### src/rtl/sequence_generator_shiftreg.sv
// Serial pattern generator: sends a captured pattern MSB first,
// repeated with optional idle gaps between frames.
module sequence_generator_shiftreg #(
  parameter int WIDTH = 6,
  parameter int CNT_W = 4
) (
  input  logic             i_clk,
  input  logic             i_reset,
  input  logic             i_start,
  input  logic             i_abort,
  input  logic [WIDTH-1:0] i_pattern,
  input  logic [CNT_W-1:0] i_repeat,
  input  logic [CNT_W-1:0] i_gap,
  output logic             o_data,
  output logic             o_valid,
  output logic             o_busy,
  output logic             o_done,
  output logic             o_start_drop
);

  localparam int IDX_W = (WIDTH > 1) ? $clog2(WIDTH) : 1;
  localparam logic [IDX_W-1:0] LAST = IDX_W'(WIDTH - 1);
  localparam logic [CNT_W-1:0] ONE = CNT_W'(1);

  typedef enum logic [1:0] {
    IDLE,
    SHIFT,
    GAP,
    DONE
  } state_t;

  state_t           state;
  logic [IDX_W-1:0] idx;
  logic [IDX_W-1:0] idx_dn;
  logic [WIDTH-1:0] pat;
  logic [CNT_W-1:0] frames;
  logic [CNT_W-1:0] gap_len;
  logic [CNT_W-1:0] gap_cnt;

  assign idx_dn = idx - 1'b1;

  // Outputs are loaded with the values of the state being entered,
  // so they line up with the registered state.
  always_ff @(posedge i_clk) begin
    if (i_reset) begin
      state        <= IDLE;
      idx          <= '0;
      pat          <= '0;
      frames       <= '0;
      gap_len      <= '0;
      gap_cnt      <= '0;
      o_data       <= 1'b0;
      o_valid      <= 1'b0;
      o_busy       <= 1'b0;
      o_done       <= 1'b0;
      o_start_drop <= 1'b0;
    end else begin
      o_start_drop <= i_start && (state != IDLE);
      o_done       <= 1'b0;
      unique case (state)
        IDLE: begin
          if (i_start && !i_abort) begin
            state   <= SHIFT;
            pat     <= i_pattern;
            frames  <= i_repeat;
            gap_len <= i_gap;
            gap_cnt <= '0;
            idx     <= LAST;
            o_data  <= i_pattern[WIDTH-1];
            o_valid <= 1'b1;
            o_busy  <= 1'b1;
          end
        end
        SHIFT: begin
          if (i_abort) begin
            state   <= IDLE;
            o_data  <= 1'b0;
            o_valid <= 1'b0;
            o_busy  <= 1'b0;
          end else if (idx != '0) begin
            idx    <= idx_dn;
            o_data <= pat[idx_dn];
          end else if (frames == '0) begin
            state   <= DONE;
            o_done  <= 1'b1;
            o_data  <= 1'b0;
            o_valid <= 1'b0;
            o_busy  <= 1'b0;
          end else begin
            frames <= frames - ONE;
            if (gap_len != '0) begin
              state   <= GAP;
              gap_cnt <= gap_len;
              o_data  <= 1'b0;
              o_valid <= 1'b0;
            end else begin
              idx    <= LAST;
              o_data <= pat[WIDTH-1];
            end
          end
        end
        GAP: begin
          if (i_abort) begin
            state   <= IDLE;
            gap_cnt <= '0;
            o_data  <= 1'b0;
            o_valid <= 1'b0;
            o_busy  <= 1'b0;
          end else if (gap_cnt == ONE) begin
            state   <= SHIFT;
            gap_cnt <= '0;
            idx     <= LAST;
            o_data  <= pat[WIDTH-1];
            o_valid <= 1'b1;
          end else begin
            gap_cnt <= gap_cnt - ONE;
          end
        end
        DONE: begin
          state   <= IDLE;
          o_data  <= 1'b0;
          o_valid <= 1'b0;
          o_busy  <= 1'b0;
        end
        default: begin
          state   <= IDLE;
          o_data  <= 1'b0;
          o_valid <= 1'b0;
          o_busy  <= 1'b0;
        end
      endcase
    end
  end

endmodule

### config.mk
export PLATFORM = sky130hd
export DESIGN_NAME = sequence_generator_shiftreg
export DESIGN_NICKNAME = d
export VERILOG_FILES = /design/src/rtl/sequence_generator_shiftreg.sv
export SDC_FILE = /design/constraint.sdc
export NUM_CORES = 1
export LEC_CHECK = 0
export CAP_MARGIN = 20
export CORE_ASPECT_RATIO = 1.4
export CORE_MARGIN = 8
export CORE_UTILIZATION = 37
export CTS_CLUSTER_DIAMETER = 200
export DETAILED_ROUTE_END_ITERATION = 6
export PLACE_DENSITY = 0.64
export SLEW_MARGIN = 40
export SYNTH_ARGS = -nofsm -noshare
export SYNTH_HDL_FRONTEND = slang
export SYNTH_SLANG_ARGS = --single-unit
export TNS_END_PERCENT = 5
### constraint.sdc
create_clock -name i_clk -period 1.8 [get_ports i_clk]
set_input_delay 0.36 -clock i_clk [delete_from_list [all_inputs] [get_ports i_clk]]
set_output_delay 0.36 -clock i_clk [all_outputs]
set_load 0.02 [all_outputs]
==> out/summary.txt, run 1 <==
# hold bufs at CTS = 0
Leakage = 0.857 nW
crit path capture type = flip-flop
DR iter-0 viols = 58
Rows = 28
ANT nets after route = 0
max_cap viols = 0
routed len/inst = 14.2 um
worst endpoint required time = 2.02 ns
Setup Viol. Count Final = 2
CTS Root Cell = clkbuf_8
Area growth syn-to-layout = 38.6%
largest net degree at the start of global routing = 16
CP Buf/Inv Count = 1
post-route cell area = 2230 um^2
Die H = 94.0 um
synthesized area = 1610 um^2
vias in the first global route = 1598
Ant. Diodes = 0
GPL Wtd Cong = 0.928
global-route wire length before repair = 7200 um
Core Area = 4200 um^2
Setup Crit Path Kind = reg -> reg
setup TNS = -0.0698 ns
H-Tree Depth = 1
register area share after synthesis = 0.349
Die W = 71.7 um
DRT Pass-1 Iters = 4
post-route minimum period = 1.85 ns
RSZ-0062 raised after global routing = yes
CP top delay family = simple AND/OR/NAND/NOR gates
Worst Path Max Fanout = 4
syn avg cell area = 7.88 um^2
post-synthesis register bit count = 28
GRT Util Overall = 0.132
CP peak stage delay = 0.41 ns
Via density = 5.24
post-route clock period utilization = 1.03
CP cell instances = inv_2 > ha_4 > or3b_4 > or2_1 > a21oi_2 > mux2_4 > a21oi_2
Layout fillers = 409
most frequent CP cell = a21oi_2
layout cells sized above 1 = 0.234
IO Pins = 23
Max Root-Sink Buffers = 2
Initial Util = 0.382
min-delay worst type = reg -> reg
fin nets = 280
Post-Syn Nets = 231
final WL = 4200 um
Synth Warn # = 0
Arr. time, crit path = 2.07 ns
Slowest cell on crit path = or3b_4
commonest cells after routing, fill and taps aside = buf_4 (32), dfxtp_1 (26), nand2_1 (22), clkdlybuf4s50_1 (22), a21oi_1 (17)
initial antenna violation count = 0
CTS tree = done
transition time of the tightest slew-check pin = 0.298 ns
Via Count = 1556
number of failing hold endpoints at the final stage = 0
post-placement cell area = 2070 um^2
clk slew on worst S/H paths = 0.09 ns
Detailed Place HPWL = 3200 um
Skew-Pair Late Insertion Delay = 0.28 ns
cells after synthesis = 204
most common cell after layout, fill and taps aside = buf_4
Netlist cell types = 39
Worst Skew = 0.00303 ns
Overflow after GRT = 0
total die area = 6740 um^2
Power Dens Cells = 887 nW/um^2
I/O Buffers = 22
status = finished with violations
Slew Limit Fails = 0
Slew headroom = 0.799
Startpoint Class = flip-flop
clock sinks = 28
Max Freq = 541 MHz
clock buffer count from CTS = 3
Worst VDD drop = 0.457 mV
failing checks = negative setup slack
hold slack = 0.457 ns
Final Worst Setup Slack = -0.0493 ns
residual DRC count = 0
fin util = 0.530
[registers in the layout, summed over array words and instances (netlist names)]
signal and count:
gap_len 4, o_start_drop 1, frames 4, o_busy 1, o_done 1, state 2, idx 3, gap_cnt 4
o_valid 1, o_data 1, pat 6
[worst reg2reg max path, cell delays in order (launching register included)]
cell and delay (ns):
dfxtp_2 0.33, inv_2 0.07, ha_4 0.13, or3b_4 0.41, or2_1 0.27, a21oi_2 0.17
mux2_4 0.32, a21oi_2 0.10
[metrics by stage]
step / total power (W) / setup slack [ns] / cells
3_5_place_dp: 0.00149 / -0.166 / 291
6_report: 0.00198 / -0.0493 / 297
3_3_place_gp: 0.00149 / -0.148 / 291
2_1_floorplan: 0.00119 / -0.0321 / 204
5_1_grt: 0.00211 / -0.130 / 297
4_1_cts: 0.00191 / -0.0529 / 295
[synth_stat cells, drive strengths merged]
cell	instances	area share
nand2b	11	0.043
inv	14	0.033
or4	1	0.0047
buf	5	0.015
dfxtp	28	0.35
o21ai	11	0.034
o221a	1	0.0070
or2b	1	0.0047
o31ai	1	0.0047
nand2	22	0.051
clkbuf	5	0.012
a21o	1	0.0047
xor2	1	0.0055
nor2	11	0.026
o32ai	3	0.016
ha	9	0.070
nand4b	1	0.0055
o221ai	1	0.0055
or3	2	0.0078
nor4b	2	0.011
nor4	1	0.0039
xnor2	1	0.0055
mux4	1	0.014
or2	1	0.0039
a21oi	23	0.072
a211oi	3	0.014
a31oi	2	0.0078
mux2i	7	0.044
or3b	1	0.0055
nand3	15	0.050
o21a	1	0.0047
nor3	9	0.028
nor2b	6	0.025
mux2	1	0.0070
a221o	1	0.0062
[power breakdown]
part	leakage (nW)	total [W]	internal (W)	switching, W
clock	0.0288	0.000393	0.000196	0.000197
sequential	0.229	0.000731	0.000678	0.0000532
combinational	0.599	0.000852	0.000437	0.000415
total	0.857	0.00198	0.00131	0.000665
[what timing repair did]
action                     in CTS  in global routing
pin swaps                       1                  6
setup endpoints to repair       9                 16
setup buffers                   0                  2
gates resized for setup         4                 19
[logic make-up (layout without fill, tap and decap cells)]
kind of cell	Yosys count	in the layout	share of synthesized area
buffers and inverters	24	72	0.0592
muxes	9	9	0.0646
adders and majority gates	9	9	0.0701
AOI/OAI and AO/OA	48	48	0.177
xor gates and xnor gates	2	2	0.0109
and+or+nand+nor	84	84	0.269
DFF	28	28	0.349
[final timing paths]
kind	cells past startpoint	from	endpoint	slack, ns
worst min-delay path	2	pat[4]	pat[4]	0.46
worst max register to register	7	frames[1]	o_busy	-0.05
worst max-delay path	7	frames[1]	o_busy	-0.05
worst min register to register	2	pat[4]	pat[4]	0.46
[area by class of cell]
class                           count  area [um^2]  share of cell area
Tap cell                           45         56.3              0.0253
Timing Repair Buffer               54          460               0.207
Clock buffer                        4         55.1              0.0247
Inverter                           14         52.6              0.0236
Sequential cell                    28          563               0.253
Multi-Input combinational cell    152         1040               0.467
[per-layer routing]
| metal | vias to the layer above | routed length (um) | global-route usage |
|---|---|---|---|
| li1 | 811 | - | - |
| met1 | 707 | 1870 | 0.148 |
| met2 | 31 | 2100 | 0.235 |
| met3 | 7 | 157 | 0.0267 |
| met4 | 0 | 78 | 0.0564 |
| met5 | - | 0 | 0 |
Power figures use the tool's default switching activity.
==> run 2, diff against run 1 <==
--- a/config.mk
+++ b/config.mk
@@ -9,7 +9,6 @@
 export CORE_ASPECT_RATIO = 1.4
 export CORE_MARGIN = 8
 export CORE_UTILIZATION = 37
-export CTS_CLUSTER_DIAMETER = 200
 export DETAILED_ROUTE_END_ITERATION = 6
 export PLACE_DENSITY = 0.64
 export SLEW_MARGIN = 40
==> constraint.sdc (replaced) <==
create_clock -name i_clk -period 1.8 [get_ports i_clk]
set_input_delay 0.27 -clock i_clk [delete_from_list [all_inputs] [get_ports i_clk]]
set_output_delay 0.27 -clock i_clk [all_outputs]
set_load 0.02 [all_outputs]
==> out/summary.txt, run 2 (synthesis gave the netlist of run 1 again) <==
Initial Util = 0.382 (unchanged)
M1 wire length = 1780 um (was 1870 um)
final WL = 4000 um (was 4200 um)
Setup Crit Path Kind = reg -> reg (unchanged)
vias in the first global route = 1614 (was 1598)
DR iter-0 viols = 33 (was 58)
Max Used Layer = met4 (unchanged)
CP peak stage delay = 0.41 ns (about the same)
crit path capture type = flip-flop (unchanged)
GRT Util Overall = 0.128 (was 0.132)
clock sinks = 28 (unchanged)
Slowest cell on crit path = or3b_4 (unchanged)
initial antenna violation count = 0 (unchanged)
Skew-Pair Late Insertion Delay = 0.28 ns (about the same)
Max Root-Sink Buffers = 2 (unchanged)
setup TNS = -0.00151 ns (was -0.0698 ns)
Die W = 71.7 um (unchanged)
Detailed Place HPWL = 3150 um (was 3200 um)
Worst VDD drop = 0.387 mV (was 0.457 mV)
clk slew on worst S/H paths = 0.09 ns (about the same)
Worst Path Max Fanout = 4 (unchanged)
met3 routed WL = 130 um (was 157 um)
clock buffer count from CTS = 3 (unchanged)
H-Tree Depth = 1 (unchanged)
Layout fillers = 423 (was 409)
routed len/inst = 13.6 um (was 14.2 um)
Via Count = 1555 (was 1556)
Largest Register = pat (unchanged)
number of failing hold endpoints at the final stage = 0 (unchanged)
Final Worst Setup Slack = -0.00151 ns (was -0.0493 ns)
fin nets = 278 (was 280)
CP Buf/Inv Count = 1 (unchanged)
min-delay worst type = reg -> reg (unchanged)
max reg flops = 6 (unchanged)
# hold bufs at CTS = 0 (unchanged)
Via density = 5.29 (was 5.24)
CTS tree = done (unchanged)
DRT Pass-1 Iters = 4 (unchanged)
commonest cells after routing, fill and taps aside = buf_4 (30), dfxtp_1 (25), nand2_1 (22), clkdlybuf4s50_1 (22), a21oi_1 (17) (was buf_4 (32), dfxtp_1 (26), nand2_1 (22), clkdlybuf4s50_1 (22), a21oi_1 (17))
total die area = 6740 um^2 (unchanged)
post-route clock period utilization = 1.00 (was 1.03)
fin util = 0.520 (was 0.530)
Max Freq = 555 MHz (was 541 MHz)
ANT nets after route = 0 (unchanged)
Layout Cells excl Fill = 294 (was 297)
Leakage = 0.845 nW (was 0.857 nW)
RSZ-0062 raised after global routing = yes (unchanged)
CP top delay family = simple AND/OR/NAND/NOR gates (unchanged)
Startpoint Class = flip-flop (unchanged)
global-route wire length before repair = 7070 um (was 7200 um)
Area growth syn-to-layout = 36.0% (was 38.6%)
I/O Buffers = 22 (unchanged)
status = finished with violations (unchanged)
worst endpoint required time = 2.02 ns (about the same)
residual DRC count = 0 (unchanged)
hold slack = 0.457 ns (about the same)
CP cell instances = inv_2 > ha_4 > or3b_4 > or2_4 > a21oi_2 > mux2_4 > a21oi_2 (was inv_2 > ha_4 > or3b_4 > or2_1 > a21oi_2 > mux2_4 > a21oi_2)
met2 WL = 1970 um (was 2100 um)
placed cells = 291 (unchanged)
Core Area = 4200 um^2 (unchanged)
layout cells sized above 1 = 0.221 (was 0.234)
Slew Limit Fails = 0 (unchanged)
most frequent CP cell = a21oi_2 (unchanged)
Ant. Diodes = 0 (unchanged)
post-route minimum period = 1.80 ns (was 1.85 ns)
max_cap viols = 0 (unchanged)
Slew headroom = 0.783 (was 0.799)
most common cell after layout, fill and taps aside = buf_4 (unchanged)
failing checks = negative setup slack (unchanged)
Worst Skew = 0.00175 ns (was 0.00303 ns)
CTS Root Cell = clkbuf_8 (unchanged)
GPL Wtd Cong = 0.810 (was 0.928)
Overflow after GRT = 0 (unchanged)
largest net degree at the start of global routing = 21 (was 16)
Setup Viol. Count Final = 1 (was 2)
Rows = 28 (unchanged)
Arr. time, crit path = 2.02 ns (was 2.07 ns)
IO Pins = 23 (unchanged)
Die H = 94.0 um (unchanged)
transition time of the tightest slew-check pin = 0.323 ns (was 0.298 ns)
Power Dens Cells = 866 nW/um^2 (was 887 nW/um^2)
run 2: where the power goes:
part	leakage (nW)	internal (W)	switching, W
logic	0.593	0.000413	0.000401
registers	0.230	0.000679	0.0000485
clock network	0.0216	0.000151	0.000200
run 2: what timing repair did:
action                     4_1_cts  5_1_grt
setup endpoints to repair        6       14
pin swaps                        2        5
resized for setup               10       11
setup buffers                    0        0
run 2: final cells by class:
| class | count | area (um^2) | area share |
|---|---|---|---|
| sequential | 28 | 564 | 0.258 |
| clock buffer | 3 | 41.3 | 0.0189 |
| tap | 45 | 56.3 | 0.0258 |
| multi-input combinational | 152 | 1020 | 0.469 |
| inverter | 14 | 52.6 | 0.0241 |
| timing repair buffer | 52 | 445 | 0.204 |
run 2: metrics by stage:
step                      cell area [um^2]  total power (W)  setup WS [ns]
final                                 2180          0.00189       -0.00151
after CTS                             2140          0.00185        -0.0257
after floorplan                       1610          0.00119        -0.0321
after global placement                2070          0.00147        -0.0528
after detailed placement              2070          0.00147        -0.0767
after global routing                  2180          0.00202        -0.0391
run 2: tightest hold or removal path: cells and delay by family (launching register included):
family          cells  cell delay, ns
compound gates      1            0.05
flops               1            0.32
simple gates        1            0.05
run 2: worst paths after layout:
check	from	to	slack [ns]	depth (start not counted)
worst min register to register	pat[2]	pat[2]	0.46	2
worst max-delay path	frames[0]	o_busy	-0.002	7
worst min-delay path	pat[2]	pat[2]	0.46	2
worst max register to register	frames[0]	o_busy	-0.002	7
run 2: per-layer routing:
layer | global-route usage | up-vias
li1 | - | 803
met1 | 0.146 | 708
met2 | 0.227 | 32
met3 | 0.0203 | 12
met4 | 0.0564 | 0
met5 | 0 | -
